==> config.mk <==
export PLATFORM = sky130hd
export DESIGN_NAME = pc_unit_flat
export DESIGN_NICKNAME = d
export VERILOG_FILES = /design/src/rtl/pc_pkg.sv /design/src/rtl/pc_unit_if.sv /design/src/rtl/pc_target_calc.sv /design/src/rtl/pc_unit.sv /design/src/flat_wrapper.sv
export SDC_FILE = /design/constraint.sdc
export NUM_CORES = 1
export LEC_CHECK = 0
export ABC_AREA = 1
export CAP_MARGIN = 20
export CORE_MARGIN = 2
export CORE_UTILIZATION = 30
export CTS_BUF_LIST = sky130_fd_sc_hd__clkbuf_16
export DETAILED_ROUTE_END_ITERATION = 6
export PLACE_DENSITY = 0.66
export SETUP_SLACK_MARGIN = 0.2
export SLEW_MARGIN = 20
export SYNTH_ARGS = -nofsm -noshare
export SYNTH_HDL_FRONTEND = slang
export SYNTH_SLANG_ARGS = --single-unit
==> constraint.sdc <==
create_clock -name clk -period 2.7 [get_ports clk]
set_clock_uncertainty 0.1 [all_clocks]
set_input_delay 0.54 -clock clk [delete_from_list [all_inputs] [get_ports clk]]
set_output_delay 0.54 -clock clk [all_outputs]
set_load 0.02 [all_outputs]
==> src/rtl/pc_pkg.sv <==
// pc_pkg: shared state type, step sizes and alignment check for pc_unit.
// Macro PC_COMPRESSED_EN selects 2-byte (RVC) alignment instead of 4-byte.
package pc_pkg;

  typedef enum logic [1:0] {
    BOOT,
    RUN,
    HALTED
  } pc_state_t;

  localparam int PC_STEP4 = 4;
  localparam int PC_STEP2 = 2;

  function automatic logic pc_misaligned(
    input logic [1:0] lsb
  );
`ifdef PC_COMPRESSED_EN
    return lsb[0];
`else
    return |lsb;
`endif
  endfunction

endpackage

==> src/rtl/pc_unit_if.sv <==
// pc_unit_if: fetch address handshake between pc_unit and instruction fetch.
// master drives fetch_valid/pc/pc_plus4, slave returns fetch_ready.
interface pc_unit_if #(
  parameter int XLEN = 32
);

  logic            fetch_valid;
  logic            fetch_ready;
  logic [XLEN-1:0] pc;
  logic [XLEN-1:0] pc_plus4;

  modport master (
    output fetch_valid,
    output pc,
    output pc_plus4,
    input  fetch_ready
  );

  modport slave (
    input  fetch_valid,
    input  pc,
    input  pc_plus4,
    output fetch_ready
  );

endinterface

==> src/rtl/pc_target_calc.sv <==
// pc_target_calc: redirect target = base + imm, JALR clears bit 0.
// Ports: base, imm, is_jalr in; tgt, misaligned out (combinational).
module pc_target_calc
  import pc_pkg::*;
#(
  parameter int XLEN = 32
) (
  input  logic [XLEN-1:0] base,
  input  logic [XLEN-1:0] imm,
  input  logic            is_jalr,
  output logic [XLEN-1:0] tgt,
  output logic            misaligned
);

  logic [XLEN-1:0] sum;

  assign sum = base + imm;
  assign tgt = {sum[XLEN-1:1], sum[0] & ~is_jalr};
  assign misaligned = pc_misaligned(tgt[1:0]);

endmodule

==> src/rtl/pc_unit.sv <==
// pc_unit: PC register, BOOT/RUN/HALTED FSM, redirect/trap vectoring and
// fetch counter. Ports: clk, reset (async low), fetch (pc_unit_if.master),
// stall, redirect_*, trap, halt, resume, misalign_err, bad_addr, halted,
// fetch_count. PC_COMPRESSED_EN adds instr_is_16 (+2 step, 2-byte align).
module pc_unit
  import pc_pkg::*;
#(
  parameter int              XLEN      = 32,
  parameter logic [XLEN-1:0] RESET_VEC = '0,
  parameter logic [XLEN-1:0] TRAP_VEC  = 'h100,
  parameter int              CNT_W     = 16
) (
  input  logic             clk,
  input  logic             reset,
  pc_unit_if.master        fetch,
`ifdef PC_COMPRESSED_EN
  input  logic             instr_is_16,
`endif
  input  logic             stall,
  input  logic             redirect_valid,
  input  logic             redirect_is_jalr,
  input  logic [XLEN-1:0]  redirect_base,
  input  logic [XLEN-1:0]  redirect_imm,
  input  logic             trap,
  input  logic             halt,
  input  logic             resume,
  output logic             misalign_err,
  output logic [XLEN-1:0]  bad_addr,
  output logic             halted,
  output logic [CNT_W-1:0] fetch_count
);

  pc_state_t       state_q, state_d;
  logic [XLEN-1:0] pc_q, pc_d;
  logic [XLEN-1:0] bad_d;
  logic            mis_d;
  logic [XLEN-1:0] step;
  logic [XLEN-1:0] tgt;
  logic            tgt_mis;
  logic            run;

`ifdef PC_COMPRESSED_EN
  assign step = instr_is_16 ? XLEN'(PC_STEP2)
                            : XLEN'(PC_STEP4);
`else
  assign step = XLEN'(PC_STEP4);
`endif

  pc_target_calc #(
    .XLEN(XLEN)
  ) u_tgt (
    .base      (redirect_base),
    .imm       (redirect_imm),
    .is_jalr   (redirect_is_jalr),
    .tgt       (tgt),
    .misaligned(tgt_mis)
  );

  assign run               = (state_q == RUN);
  assign fetch.fetch_valid = run;
  assign fetch.pc          = pc_q;
  assign fetch.pc_plus4    = pc_q + step;
  assign halted            = (state_q == HALTED);

  always_comb begin
    state_d = state_q;
    pc_d    = pc_q;
    bad_d   = bad_addr;
    mis_d   = 1'b0;
    unique case (state_q)
      BOOT: state_d = RUN;
      RUN: begin
        if (trap) begin
          pc_d = TRAP_VEC;
        end else if (redirect_valid) begin
          if (tgt_mis) begin
            pc_d  = TRAP_VEC;
            mis_d = 1'b1;
            bad_d = tgt;
          end else begin
            pc_d = tgt;
          end
        end else if (!halt && fetch.fetch_ready
                     && !stall) begin
          pc_d = fetch.pc_plus4;
        end
        // halt still lets a same-cycle flush land
        if (halt) state_d = HALTED;
      end
      HALTED: begin
        if (resume && !halt) state_d = RUN;
      end
      default: state_d = BOOT;
    endcase
  end

  always_ff @(posedge clk or negedge reset) begin
    if (!reset) begin
      state_q      <= BOOT;
      pc_q         <= RESET_VEC;
      misalign_err <= 1'b0;
      bad_addr     <= '0;
      fetch_count  <= '0;
    end else begin
      state_q      <= state_d;
      pc_q         <= pc_d;
      misalign_err <= mis_d;
      bad_addr     <= bad_d;
      if (run && fetch.fetch_ready)
        fetch_count <= fetch_count + CNT_W'(1);
    end
  end

endmodule
==> src/flat_wrapper.sv <==
// flat-port wrapper written by rule: the top's interface ports become plain ports
module pc_unit_flat import pc_pkg::*;
#(
  parameter int              XLEN      = 32,
  parameter logic [XLEN-1:0] RESET_VEC = '0,
  parameter logic [XLEN-1:0] TRAP_VEC  = 'h100,
  parameter int              CNT_W     = 16
)
  (clk, reset, stall, redirect_valid, redirect_is_jalr, redirect_base, redirect_imm, trap, halt, resume, misalign_err, bad_addr, halted, fetch_count, fetch_fetch_valid, fetch_pc, fetch_pc_plus4, fetch_fetch_ready);
  pc_unit_if #(.XLEN(XLEN)) fetch_i ();
  input  logic clk;
  input  logic reset;
  input  logic stall;
  input  logic redirect_valid;
  input  logic redirect_is_jalr;
  input  logic [XLEN-1:0] redirect_base;
  input  logic [XLEN-1:0] redirect_imm;
  input  logic trap;
  input  logic halt;
  input  logic resume;
  output logic misalign_err;
  output logic [XLEN-1:0] bad_addr;
  output logic halted;
  output logic [CNT_W-1:0] fetch_count;
  output wire logic [$bits(fetch_i.fetch_valid)-1:0] fetch_fetch_valid;
  output wire logic [$bits(fetch_i.pc)-1:0] fetch_pc;
  output wire logic [$bits(fetch_i.pc_plus4)-1:0] fetch_pc_plus4;
  input wire logic [$bits(fetch_i.fetch_ready)-1:0] fetch_fetch_ready;
  assign fetch_fetch_valid = fetch_i.fetch_valid;
  assign fetch_pc = fetch_i.pc;
  assign fetch_pc_plus4 = fetch_i.pc_plus4;
  assign fetch_i.fetch_ready = fetch_fetch_ready;
  pc_unit #(.XLEN(XLEN), .RESET_VEC(RESET_VEC), .TRAP_VEC(TRAP_VEC), .CNT_W(CNT_W)) u_core (.clk(clk), .reset(reset), .fetch(fetch_i), .stall(stall), .redirect_valid(redirect_valid), .redirect_is_jalr(redirect_is_jalr), .redirect_base(redirect_base), .redirect_imm(redirect_imm), .trap(trap), .halt(halt), .resume(resume), .misalign_err(misalign_err), .bad_addr(bad_addr), .halted(halted), .fetch_count(fetch_count));
endmodule
Word-level counts from Yosys, hierarchy flattened
Index checks and enable logic that the tools add are counted. Widths: inputs -> output; s select.

Flip-flop bits (word level): 83. Output and inout bits: 115.

Reductions and logical operators: 12. Multiplexer cells: 11. Equality and inequality tests: 4. Bitwise logic cells: 3. Add/sub/neg operators: 3.

Operators by type and width (number): $mux 32 (4); $add 32x3->32 const B (1); $add 32x32->32 (1); $add 16x1->16 const B (1); $pmux 2 s3 (1); $logic_and 1x1->1 (4); $mux 1 (4); $mux 2 (2); $reduce_and 2->1 (2); $reduce_and 4->1 (1); $reduce_bool 3->1 (1); $eq 2x1->1 const B (1); $eq 2x2->1 const B (1); $logic_not 1->1 (2); $logic_not 2->1 (1); $ne 2x1->1 const B (1); $ne 2x2->1 const B (1); $not 1->1 (2); $reduce_or 2->1 (1); $and 1x1->1 (1).

Longest topological paths before layout
Depth after elaboration: 7. Mapped depth: 14.

By module
Synthesis repeated with hierarchy kept, for this count alone.

Cell total of the unflattened synthesis: 1083. Area total of the unflattened synthesis: 6877.8 sq um.

By module, submodules not included: pc_unit (instances 1, sequential area each 2077.0 sq um, cells an instance 586, area each 4479.3 sq um); pc_target_calc (instances 1, sequential area each 0.0 sq um, cells an instance 497, area each 2398.6 sq um).

Least setup slack after synthesis
Ideal clock, no wire load.

Path kind: input to register. Start point: in redirect_base[0]. End point: reg u_core.pc_q[3], in the netlist u_core.fetch.pc[3]. Buffers on the path: 1. Arrival time: 2.240 ns. Cell stages on the path: 8. Setup slack: 0.273 ns. Library setup time: 0.087 ns. Cell sequence: ha_1 > fa_1 > a21oi_2 > inv_1 > nor2_2 > buf_2 > nand2_1 > a22oi_1.

RTL lines: start, declared (line flat_wrapper.sv:16) `input logic [XLEN-1:0] redirect_base;`; $add 32x32->32 (line pc_target_calc.sv:17) `assign sum = base + imm;`; net u_core.tgt[1] (line pc_unit.sv:38) `logic [XLEN-1:0] tgt;`; $reduce_or 2->1 (line pc_pkg.sv:20) `return |lsb;`; $mux 32 (line pc_unit.sv:76) `if (tgt_mis) begin`; $mux 32 (line pc_unit.sv:75) `end else if (redirect_valid) begin`; $mux 32 (line pc_unit.sv:73) `if (trap) begin`; end signal, assigned (line pc_unit.sv:106) `pc_q <= pc_d;`; end, declared (line pc_unit.sv:34) `logic [XLEN-1:0] pc_q, pc_d;`.

The timed path passes the listed nets, and every way through them passes these cells. A chain may end at the register's enable or synchronous reset.

Worst setup path in the final report
Start point: reg u_core.pc_q[11], in the netlist u_core.fetch.pc[11]. End point: out fetch_pc_plus4[16].

Cells in the longest elaborated chain, start to end: 1.

RTL lines: $add 32x3->32 (line pc_unit.sv:62) `assign fetch.pc_plus4 = pc_q + step;`; end, declared (line flat_wrapper.sv:27) `output wire logic [$bits(fetch_i.pc_plus4)-1:0] fetch_pc_plus4;`.

Every way passes these cells.

==> flow_summary_export.csv <==
group,metric,value,unit
run_status,status,"completed",
floorplanning,start_util,30.69,%
timing,hold_ws,0.07303,ns
drt,first_pass_iters,5,
layout,drive_above_1_share,22.49,%
drt,vias,7887,
floorplanning,core,21960,um^2
pwr,p_seq_share,23.3,%
floorplanning,die_y,153.9,um
placed_design,dpl.hpwl,20.26,mm
timing,fmax,393.1,MHz
critical_path,worst-path-stages,9,
timing,slew_violations,0,
grt,grt_pass1_wl,39.34,mm
cts,cts_buffer_depth,2,
cts,hold_buffers,0,
cts,cts_tree,"yes",
timing,timing.final.hold_violations,0,
critical_path,crit_arrival,1.90,ns
critical_path,required,2.06,ns
flow_run,cap_violations,0,
pwr,p_int,5246,uW
grt,grt_pass1_vias,7608,
layout,antenna_cells,0,
timing,worst_pin_slew,0.5493,ns
pwr,p_switching,4426,uW
floorplanning,io_pins,188,
floorplanning,dieArea,23680,um^2
drt,routed_wl,25.21,mm
pwr,power,9672,uW
layout,fin_nets,1489,
placed_design,io_buffers,187,
critical_path,crit_fanout,3,
pwr,comb_power_share,63.7,%
synthesis,synth.distinct_cells,40,
grt,grt_max_degree,48,
critical_path,critPathCaptureType,"output port",
pwr,power_leakage,0.005499,uW
layout,area_growth_syn_to_layout,59.15,%
critical_path,crit_path_start_kind,"flop",
drt,drt-initial-drc-count,740,
layout,fillCellCount,2180,
critical_path,reg2reg_depth,12,
cts,clk_pin_slew,0.06,ns
timing,fin_crit,2.544,ns
synthesis,syn_nets,1179,
timing,slew_headroom,63.38,%
critical_path,crit_type,"reg2out",
drt,wl_per_cell,15.13,um
timing,rsz0062_at_grt,"yes",
pwr,clkPwrFrac,13.1,%
pwr,powerDensity,901.8,nW/um^2
layout,final_common_cell,"nand2_1",
synthesis,syn_area_per_cell,6.286,um^2
drt,routed_via_density,4.731,
critical_path,cpPeakStageDelay,0.40,ns
critical_path,crit_top_cell,"buf_6",
cts,cts.htree.levels,3,
critical_path,cp_top_family,"simple AND/OR/NAND/NOR gates",
floorplanning,rows,54,
grt,grt-ovfl-total,0,
timing,min_period_over_period,94.21,%
critical_path,worstPathCellList,"buf_6, nand2_2, nor2_4, buf_4, nand4_1, or2_4, nand2_4, inv_2, buf_6",
synthesis,yosysWarnings,0,
cts,numCtsBuffers,9,
cts,cts-root-buf,"clkbuf_16",
timing,setup_tns,0,ns
cts,clkLatencyLatePin,0.34,ns
placed_design,gp_congestion,0.8924,
critical_path,slowest_stage,"dfrtp_1",
synthesis,ys_seq_area_share,30.82,%
drt,final_antenna_net_count,0,
timing,setup_viol,0,
grt,grt_usage,20.84,%
layout,mostFrequentLayoutCells,"nand2_1, inv_1, clkdlybuf4s50_1",
cts,clock_sinks,83,
hold_path,hold_class,"in2async",
pwr,peakVddDrop,0.4092,mV
synthesis,ys_seq_elements,83,
floorplanning,die_w,153.9,um
pwr,power_switching_share,45.76,%
grt,antenna_found_initial,0,
synthesis,syn_area,6739,um^2
drt,drc,0,
synthesis,synthCells,1072,
critical_path,path_buf_inv,4,
==> power groups by stage <==
stage | clock network (uW) | logic, uW | registers [uW]
3_3_place_gp | 0 | 5490 | 2230
4_1_cts | 1280 | 5700 | 2220
6_report | 1260 | 6160 | 2250
2_1_floorplan | 0 | 2050 | 2780
3_5_place_dp | 0 | 5530 | 2240
5_1_grt | 1330 | 6620 | 2300
==> cells by family after synthesis <==
family | synth area share, %
AND/OR/NAND/NOR | 37.54
AO/OA/AOI/OAI | 8.169
adder cells (fa/ha/maj) | 6.424
buffers and inverters | 11.33
XOR/XNOR | 5.719
flip-flops | 30.82
==> cell usage after synthesis (all sizes together) <==
cell type	instances	area, um^2
a21o	2	15.01
fa	1	20.02
xnor2	17	148.9
o31ai	1	7.510
a22oi	2	15.01
a211oi	1	7.510
o21a	2	15.01
nor4	1	6.260
nand4	12	75.07
nor2	108	422.9
a21oi	41	220.2
a31oi	6	37.54
nand3	72	360.4
nand3b	3	22.52
xor2	27	236.5
o21bai	6	45.04
nor3	21	121.4
nand2	398	1496
or2	4	25.03
o221ai	1	8.760
dfrtp	83	2077
o21ai	29	145.1
buf	10	61.30
ha	33	412.9
o21ba	1	10.01
o2bb2ai	1	8.760
inv	181	679.4
clkbuf	6	22.52
o211ai	2	15.01
==> layer usage <==
layer	global-route usage (%)	vias up	share of wire [%]
met5	0	-	0
met4	4.361	0	1.4
met2	36.14	311	48
li1	-	3939	-
met1	27.89	3610	44
met3	2.706	27	6.9
==> metrics by stage <==
step | worst slack, ns | utilization [%] | cell area (um^2) | cells
after CTS | 0.09203 | 46.60 | 10230 | 1653
final | 0.1564 | 48.84 | 10730 | 1667
after detailed placement | -0.08829 | 44.19 | 9703 | 1625
after global routing | 0.06517 | 48.84 | 10730 | 1667
after floorplan | 0.2727 | - | 6739 | 1072
after global placement | -0.08116 | 44.19 | 9703 | 1625
==> cell type report <==
class                           instances  area (um^2)  share of cell area, %
Tap cell                              280        350.3                  3.266
Multi-Input combinational cell        792         4429                  41.30
Timing Repair Buffer                  315         2875                  26.81
Sequential cell                        83         2085                  19.44
Clock inverter                          7        76.32                 0.7116
Clock buffer                            9        225.2                  2.100
Inverter                              181        684.4                  6.381
==> flip-flops by register name (all words and copies together) (netlist names) <==
name and count:
u_core.fetch.pc 32, u_core.bad_addr 32, u_core.fetch_count 16, u_core.misalign_err 1
u_core.state_q 2
==> repair_timing <==
item / CTS / global route
buffers inserted: 12 / 14
resized for setup: 161 / 135
endpoints found under the setup margin: 28 / 50
pin swaps: 22 / 39
==> path summary, 6_finish.rpt <==
kind | from | to | slack (ns)
min | reset | u_core.fetch.pc[3]$_DFFE_PN0P_ | 0.07
max reg2reg | u_core.fetch.pc[18]$_DFFE_PN0P_ | u_core.fetch.pc[22]$_DFFE_PN0P_ | 0.64
max | u_core.fetch.pc[11]$_DFFE_PN0P_ | fetch_pc_plus4[16] | 0.16
min in group clk | u_core.fetch_count[15]$_DFFE_PN0P_ | u_core.fetch_count[15]$_DFFE_PN0P_ | 0.36
min reg2reg | u_core.fetch_count[15]$_DFFE_PN0P_ | u_core.fetch_count[15]$_DFFE_PN0P_ | 0.36
max in group asynchronous | reset | u_core.fetch.pc[22]$_DFFE_PN0P_ | 1.75
Note: power is estimated with default switching activity, not from simulation.
